<file path="src/rtl/tsp.sv">
// Travelling-salesman demo: generates 64 xorshift32 points, then builds a greedy nearest-neighbour tour from point 0.
// Latency: done rises 4160 cycles after reset release (64 GEN + 1 INIT + 63 x (64 SCAN + 1 COMMIT)).
// Backpressure: none; free-running after reset, all outputs hold once done until the next reset.
module tsp #(
    parameter logic [31:0] SEED = 32'd2463534242
) (
    input  logic       clk,
    input  logic       rst,
    output logic [7:0] xs   [64],
    output logic [7:0] ys   [64],
    output logic [5:0] path [64],
    output logic       done
);

    typedef enum logic [2:0] {
        GEN    = 3'd0,
        INIT   = 3'd1,
        SCAN   = 3'd2,
        COMMIT = 3'd3,
        DONE   = 3'd4
    } state_t;

    state_t       state_q;
    logic [31:0]  prng_q;
    logic [5:0]   idx_q;
    logic [63:0]  visited_q;
    logic [5:0]   cur_q;
    logic [5:0]   step_q;
    logic [5:0]   j_q;
    logic [5:0]   best_q;
    logic [16:0]  best_d_q;
    logic         done_q;
    logic [7:0]   xs_q   [64];
    logic [7:0]   ys_q   [64];
    logic [5:0]   path_q [64];

    logic [31:0]  prng_d;
    logic [7:0]   dx_d;
    logic [7:0]   dy_d;
    logic [15:0]  sqx_d;
    logic [15:0]  sqy_d;
    logic [16:0]  dist_d;

    // xorshift32 step from the current PRNG state
    always_comb begin
        prng_d = prng_q;
        prng_d = prng_d ^ (prng_d << 13);
        prng_d = prng_d ^ (prng_d >> 17);
        prng_d = prng_d ^ (prng_d << 5);
    end

    // Squared distance between the current tour head and candidate j (one shared multiplier pair)
    always_comb begin
        dx_d   = (xs_q[cur_q] >= xs_q[j_q]) ? (xs_q[cur_q] - xs_q[j_q]) : (xs_q[j_q] - xs_q[cur_q]);
        dy_d   = (ys_q[cur_q] >= ys_q[j_q]) ? (ys_q[cur_q] - ys_q[j_q]) : (ys_q[j_q] - ys_q[cur_q]);
        sqx_d  = 16'(dx_d) * 16'(dx_d);
        sqy_d  = 16'(dy_d) * 16'(dy_d);
        dist_d = 17'(sqx_d) + 17'(sqy_d);
    end

    // Main sequencer: point generation, then repeated scan/commit of the nearest unvisited point
    always_ff @(posedge clk) begin
        if (rst) begin
            state_q   <= GEN;
            prng_q    <= SEED;
            idx_q     <= '0;
            visited_q <= '0;
            cur_q     <= '0;
            step_q    <= '0;
            j_q       <= '0;
            best_q    <= '0;
            best_d_q  <= '1;
            done_q    <= 1'b0;
            for (int i = 0; i < 64; i++) begin
                xs_q[i]   <= '0;
                ys_q[i]   <= '0;
                path_q[i] <= '0;
            end
        end else begin
            case (state_q)
                GEN: begin
                    prng_q       <= prng_d;
                    xs_q[idx_q]  <= prng_d[31:24];
                    ys_q[idx_q]  <= prng_d[15:8];
                    idx_q        <= idx_q + 6'd1;
                    if (idx_q == 6'd63) begin
                        state_q <= INIT;
                    end
                end
                INIT: begin
                    path_q[0] <= '0;
                    visited_q <= 64'd1;
                    cur_q     <= '0;
                    step_q    <= 6'd1;
                    j_q       <= '0;
                    best_q    <= '0;
                    best_d_q  <= '1;
                    state_q   <= SCAN;
                end
                SCAN: begin
                    // strict less-than keeps the lowest index on ties
                    if (!visited_q[j_q] && (dist_d < best_d_q)) begin
                        best_d_q <= dist_d;
                        best_q   <= j_q;
                    end
                    j_q <= j_q + 6'd1;
                    if (j_q == 6'd63) begin
                        state_q <= COMMIT;
                    end
                end
                COMMIT: begin
                    path_q[step_q]    <= best_q;
                    visited_q[best_q] <= 1'b1;
                    cur_q             <= best_q;
                    step_q            <= step_q + 6'd1;
                    best_d_q          <= '1;
                    j_q               <= '0;
                    if (step_q == 6'd63) begin
                        // done rises on the same edge that commits the last point
                        state_q <= DONE;
                        done_q  <= 1'b1;
                    end else begin
                        state_q <= SCAN;
                    end
                end
                DONE: begin
                    done_q <= 1'b1;
                end
                default: begin
                    state_q <= GEN;
                end
            endcase
        end
    end

    assign xs   = xs_q;
    assign ys   = ys_q;
    assign path = path_q;
    assign done = done_q;

endmodule

</file>
<file path="config.mk">
export PLATFORM = sky130hd
export DESIGN_NAME = tsp
export DESIGN_NICKNAME = d
export VERILOG_FILES = /design/src/rtl/tsp.sv
export SDC_FILE = /design/constraint.sdc
export NUM_CORES = 2
export LEC_CHECK = 0
export ABC_AREA = 1
export BUFFER_PORTS_ARGS = -buffer_cell sky130_fd_sc_hd__buf_2
export CELL_PAD_IN_SITES_DETAIL_PLACEMENT = 1
export CELL_PAD_IN_SITES_GLOBAL_PLACEMENT = 2
export CORE_AREA = 2 2 551 553
export CTS_BUF_LIST = sky130_fd_sc_hd__clkbuf_16
export CTS_CLUSTER_DIAMETER = 80
export CTS_CLUSTER_SIZE = 8
export DETAILED_ROUTE_END_ITERATION = 10
export DIE_AREA = 0 0 553 555
export HOLD_SLACK_MARGIN = 0.03
export PLACE_DENSITY_LB_ADDON = 0.1
export SLEW_MARGIN = 20
export SYNTH_ARGS = -nofsm -noshare
export SYNTH_HDL_FRONTEND = slang
export SYNTH_SLANG_ARGS = --single-unit
</file>
<file path="constraint.sdc">
create_clock -name clk -period 15.2 [get_ports clk]
set_clock_uncertainty 0.2 [all_clocks]
set_input_delay 2.28 -clock clk [delete_from_list [all_inputs] [get_ports clk]]
set_output_delay 2.28 -clock clk [all_outputs]
set_load 0.005 [all_outputs]
</file>
# Word level (Yosys, flattened, before mapping)
# Cells that the tools add are included.
op_classes:
  mux: 40
  eq_ne: 11
  add_sub_neg: 8
  magnitude_cmp: 12
  bitwise: 9
  multipliers: 2
  reduce_logical: 15
op_table:
  columns: ["op", "count"]
  rows:
  - ["bitwise mux 512 bit", 2]
  - ["bitwise mux 384 bit", 1]
  - ["binary-select mux 8 bit (select 6 bit)", 4]
  - ["one-hot mux 64 bit (2 select lines)", 1]
  - ["2-to-1 mux 8 bit", 11]
  - ["bitwise OR 64 bit", 1]
  - ["XOR 32 bit", 2]
  - ["one-hot mux 6 bit (2 select lines)", 5]
  - ["demux 8 bit (select 6 bit)", 1]
  - ["demux 6 bit (select 6 bit)", 1]
  - ["one-hot mux 17 bit (2 select lines)", 1]
  - ["multiplier 8 x 8 -> 16 bit", 2]
  - ["subtractor 8 bit", 4]
  - ["XOR 32 x 15 -> 32 bit", 1]
  - [">= comparator 7 bit (second input constant)", 4]
  - ["NOT 6 -> 7 bit", 4]
  - ["adder 6 x 1 -> 6 bit (second input constant)", 3]
  - ["== test 6 bit (second input constant)", 3]
  - ["adder 16 x 16 -> 17 bit", 1]
  - ["< comparator 17 bit", 1]
  - ["2-to-1 mux 17 bit", 1]
  - [">= comparator 8 bit", 2]
  - ["one-hot mux 3 bit (5 select lines)", 1]
  - ["< comparator 6 x 7 -> 1 bit (second input constant)", 2]
  - ["other kinds (20)", 38]
word_totals:
  input_bits: 2
  word_cells: 299
  output_inout_bits: 1409
  register_bits: 1555

# Depth between registers and ports, before layout
depth:
  depth_word: 12
  ltp_mapped: 58
  depth_no_buf: 54

# Least setup slack after synthesis
# OpenSTA, ideal clock, no wires.
synth_path:
  path_type: "register to register"
  startpoint: "reg j_q[0]"
  endpoint: "reg best_d_q[15]"
  path_slack_ps: 6112
  arrival_ps: 8773
  path_stages_with_launch: 54
  path_buffers: 5
  period_less_slack_ps: 9088
  setup_time_ps: 115
  required_time_ps: 14885
  cell_sequence: "dfxtp_1 -> buf_6 -> inv_4 -> buf_6 -> buf_6 -> clkbuf_1 -> o21ai_0 -> o221ai_1 -> nand3_1 -> nand2_1 -> nor2_1 -> nor2_1 -> nor2_1 -> inv_1 -> ha_1 -> inv_1 -> fa_1 -> nand2_1 -> [... 18 more ...] -> ha_1 -> nand2_1 -> inv_1 -> a21boi_0 -> o21ai_0 -> nand2_1 -> nand2_1 -> xor2_1 -> ha_1 -> nand2_1 -> nor2_1 -> a211oi_1 -> nand2_1 -> a21oi_1 -> nand2_2 -> buf_2 -> a21oi_1 -> nand2_1"
synth_via:
  elab_chain_cells: 12
  elab_cells_between_ends: 27
  classes_between: "add/sub: 5; mul: 2; order compare: 3; eq/ne: 1; mux: 12; bitwise: 1; reduce/logical: 3"
synth_rtl:
  columns: ["element", "line", "source"]
  rows:
  - ["from (decl)", "29", "logic [5:0] j_q;"]
  - ["from (signal assigned)", "106", "j_q <= j_q + 6'd1;"]
  - ["NOT 6 -> 7 bit (implied by the code)", "54, 55", null]
  - ["binary-select mux 8 bit (select 6 bit) (on tied branches)", "54, 55", null]
  - ["2-to-1 mux 8 bit (on tied branches) (2 in series)", "54, 55", null]
  - ["subtractor 8 bit (tied with other cells)", "54", "dx_d = (xs_q[cur_q] >= xs_q[j_q]) ? (xs_q[cur_q] - xs_q[j_q]) : (xs_q[j_q] - xs_q[cur_q]);"]
  - ["2-to-1 mux 8 bit (on tied branches)", "54, 55", null]
  - ["multiplier 8 x 8 -> 16 bit (on tied branches)", "56, 57", null]
  - ["adder 16 x 16 -> 17 bit", "58", "dist_d = 17'(sqx_d) + 17'(sqy_d);"]
  - ["< comparator 17 bit", "102", "if (!visited_q[j_q] && (dist_d < best_d_q)) begin"]
  - ["logical AND 1 bit", "102", null]
  - ["!= test 2 bit (no source line)", null, null]
  - ["AND reduction 2 bit (no source line)", null, null]
  - ["to (signal assigned)", "103", "best_d_q <= dist_d;"]
  - ["to (decl)", "31", "logic [16:0] best_d_q;"]
# Several ways; a longest one is shown, not always the timed one. The select of a mux whose other input is x is not followed.
# A chain may end at the register's enable or synchronous reset.

# Final worst setup path
layout_path:
  startpoint: "reg j_q[1]"
  endpoint: "reg best_d_q[5]"
# Same word-level chain as after synthesis.

==> run_results.csv <==
group,metric,value,unit
outcome,status,"finished clean",
logic_synthesis,synth_compound_area_share,29.8,%
routing,top_layer,"met5",
die,ios,1411,
routing,drtPass1Iterations,5,
die,die_area,307000,sq um
min_path,holdCritPathClass,"reg -> reg",
finish,nNetsFinal,12500,
timing,hold_viol,0,
critical_path,max_stage_delay,0.62,ns
critical_path,worstPathArrival,13.70,ns
timing,min_period,13.09,ns
routing,wl_met2,247000,um
logic_synthesis,synth.area.top_cells,"dfxtp_1 39%, o21ai_0 14%, a21oi_1 8.5%",
routing,num_vias,91400,
routing,routed_wl,561000,um
critical_path,crit_type,"reg -> reg",
logic_synthesis,synth_area,80600,sq um
logic_synthesis,ys.flop_type,"dfxtp_1",
timing,slew_violations,0,
placed_design,gp_congestion,0.928,
logic_synthesis,syn_nets,11700,
logic_synthesis,synth.distinct_cells,57,
logic_synthesis,synth_top_family_by_area,"compound AO/OA/AOI/OAI gates",
logic_synthesis,async_reset_ff_share,0,%
critical_path,cpMostUsedCell,"inv_1",
logic_synthesis,synthAdderAreaFrac,3.60,%
cts,cts_sinks,1555,
timing,worst_slew_pin_slew,1.40,ns
logic_synthesis,yosysTopAreaCell,"dfxtp_1",
critical_path,crit_required,15.81,ns
logic_synthesis,ys_ff_latch,1555,
routing,drc,0,
timing,rsz0062_at_grt,"false",
logic_synthesis,syn_inst,11500,
routing,met3_length,45500,um
timing,clock.fmax,76.4,MHz
global_route,track_usage,35.0,%
die,start_util,26.7,%
cts,cts-resized-gates,0,
critical_path,crit_fanout,76,
placed_design,hpwl,405000,um
routing,vias_per_cell,5.59,
finish,drive_above_1_share,17.1,%
cts,cts_buffers,224,
cts,cts_setup_buffers,0,
cts,holdBufCountCts,0,
cts,clock_latency,0.93,ns
timing,finalCritPeriodShare,86.1,%
global_route,grt_pass1_vias,88300,
critical_path,endpoint_kind,"register",
critical_path,cpMaxStageDelayCell,"a21oi_1",
die,placeableCoreArea,301000,sq um
logic_synthesis,synthMuxAreaShare,0,%
cts,cts_tree,"done",
cts,clockBufferDepth,4,
global_route,grt_pass1_wl,763000,um
routing,final_antenna_net_count,0,
cts,clk_pin_slew_worst_paths,0.06,ns
routing,routedWlPerCell,34.3,um
timing,finalSetupViolations,0,
logic_synthesis,synth_edf_count,0,
logic_synthesis,synth.avg_cell_area,6.99,sq um
global_route,overflow,0,
logic_synthesis,yosys_warnings,0,
finish,fill_cells,37100,
logic_synthesis,synth_seq_area_share,38.6,%
timing,max-slew-margin-rel,6.78,%
logic_synthesis,synth_top_area_share,38.6,%
logic_synthesis,yosys.area_share.simple,15.7,%
finish,area_growth,19.2,%
routing,drt_iter0_drc,8893,
placed_design,portBuffers,1410,
critical_path,startpoint_type,"register",
global_route,antenna_found_initial,53,
die,row_count,202,
die,die_x,553,um
logic_synthesis,synth_xor_area_share,1.04,%
global_route,grt_max_degree,212,
die,die_y,555,um
cts,cts.htree.levels,4,
timing,fin_setup_tns,0,ns
routing,wl_met1,237000,um
run,maxCapViolCount,0,
finish,final_util,31.9,%
cts,cts_root_buf,"clkbuf_16",
[layout by cell type (no fill, tap or decap), types with 14 or more instances in the layout]
| cell | n |
|---|---|
| o21ai_0 | 2288 |
| nor2_1 | 1728 |
| dfxtp_1 | 1545 |
| buf_2 | 1409 |
| a21oi_1 | 1372 |
| inv_1 | 1067 |
| nand2_1 | 728 |
| o211ai_1 | 390 |
| nand3_1 | 371 |
| clkbuf_16 | 230 |
| o21ai_1 | 167 |
| o22ai_1 | 135 |
| buf_4 | 133 |
| ha_1 | 104 |
| fa_1 | 80 |
| inv_2 | 74 |
| nor2_2 | 65 |
| o221ai_1 | 59 |
| xor2_1 | 53 |
| nor2_4 | 51 |
| buf_12 | 29 |
| xnor2_1 | 27 |
| nor3_1 | 25 |
| a31oi_1 | 18 |
| diode_2 | 16 |
| o21bai_1 | 14 |
[metrics by stage]
| stage | std cells | hold slack [ns] | instance area (sq um) | setup slack, ns |
|---|---|---|---|---|
| 2_1_floorplan | 11500 | 0.230 | 80600 | 6.11 |
| 3_3_place_gp | 16100 | 0.240 | 89900 | 2.28 |
| 3_5_place_dp | 16100 | 0.247 | 89900 | 2.45 |
| 4_1_cts | 16300 | 0.257 | 96000 | 2.40 |
| 5_1_grt | 16300 | 0.281 | 96000 | 1.40 |
| 6_report | 16300 | 0.258 | 96000 | 2.11 |
[cells in the mapped netlist, types with 14 or more instances]
| cell | instances |
|---|---|
| xnor2_1 | 27 |
| nor2_4 | 48 |
| ha_1 | 104 |
| a31oi_1 | 21 |
| buf_6 | 31 |
| nand3_1 | 371 |
| fa_1 | 80 |
| nor3_1 | 27 |
| a21oi_1 | 1373 |
| o221ai_1 | 59 |
| nand2_1 | 735 |
| buf_1 | 60 |
| xor2_1 | 61 |
| o21bai_1 | 14 |
| buf_4 | 58 |
| o211ai_1 | 390 |
| inv_2 | 72 |
| o21ai_0 | 2289 |
| o22ai_1 | 135 |
| inv_1 | 1072 |
| clkbuf_1 | 537 |
| nor2_2 | 66 |
| nor2_1 | 1730 |
| buf_2 | 326 |
| dfxtp_1 | 1555 |
| o21ai_1 | 166 |
[state kept, by name, indices dropped and copies added (netlist names)]
register / count
state_q: 3
visited_q: 64
path: 384
ys: 512
idx_q: 6
best_q: 6
done: 1
best_d_q: 17
step_q: 6
prng_q: 32
j_q: 6
xs: 512
cur_q: 6
[final timing paths]
kind                                     from       endpoint  slack (ns)  cells after the start
worst max-delay path                   j_q[1]    best_d_q[5]        2.11                     45
worst min-delay path            visited_q[50]  visited_q[50]        0.26                      2
worst max register to register         j_q[1]    best_d_q[5]        2.11                     45
worst min register to register  visited_q[50]  visited_q[50]        0.26                      2
[critical path, delay by kind of cell, from the launching register on]
family                     cells  cell delay [ns]
and+or+nand+nor               13             1.94
AOI/OAI and AO/OA             12             3.43
xor gates and xnor gates       1             0.25
buffers and inverters         10             2.31
DFF                            1             0.53
adders and majority gates      9             4.03
[cell type report]
cell class | count | area, sq um | share of cell area (%)
Multi-Input combinational cell | 7792 | 40700 | 42.4
Sequential cell | 1555 | 31200 | 32.4
Timing Repair Buffer | 1574 | 8680 | 9.04
Clock buffer | 230 | 5760 | 5.99
Tap cell | 3978 | 4980 | 5.18
Inverter | 1160 | 4450 | 4.63
Clock inverter | 33 | 287 | 0.298
Antenna cell | 16 | 40.0 | 0.0417
[layer usage]
metal / vias up / global-route usage, %
li1: 40100 / -
met2: 3945 / 54.5
met4: 12 / 17.0
met3: 824 / 8.36
met5: - / 0
met1: 46500 / 45.2
[cell families (layout without fill, tap and decap cells)]
family | Yosys count | after routing
compound gates | 4486 | 4486
simple gates | 3030 | 3030
buf+inv | 2178 | 2997
flops | 1555 | 1555
fa+ha+maj | 184 | 184
xor+xnor | 92 | 92
other cells | 0 | 16
Power is left out: the tool's default activity adds up to more than one toggle a clock period on the data nets, which glitch-free logic cannot reach.
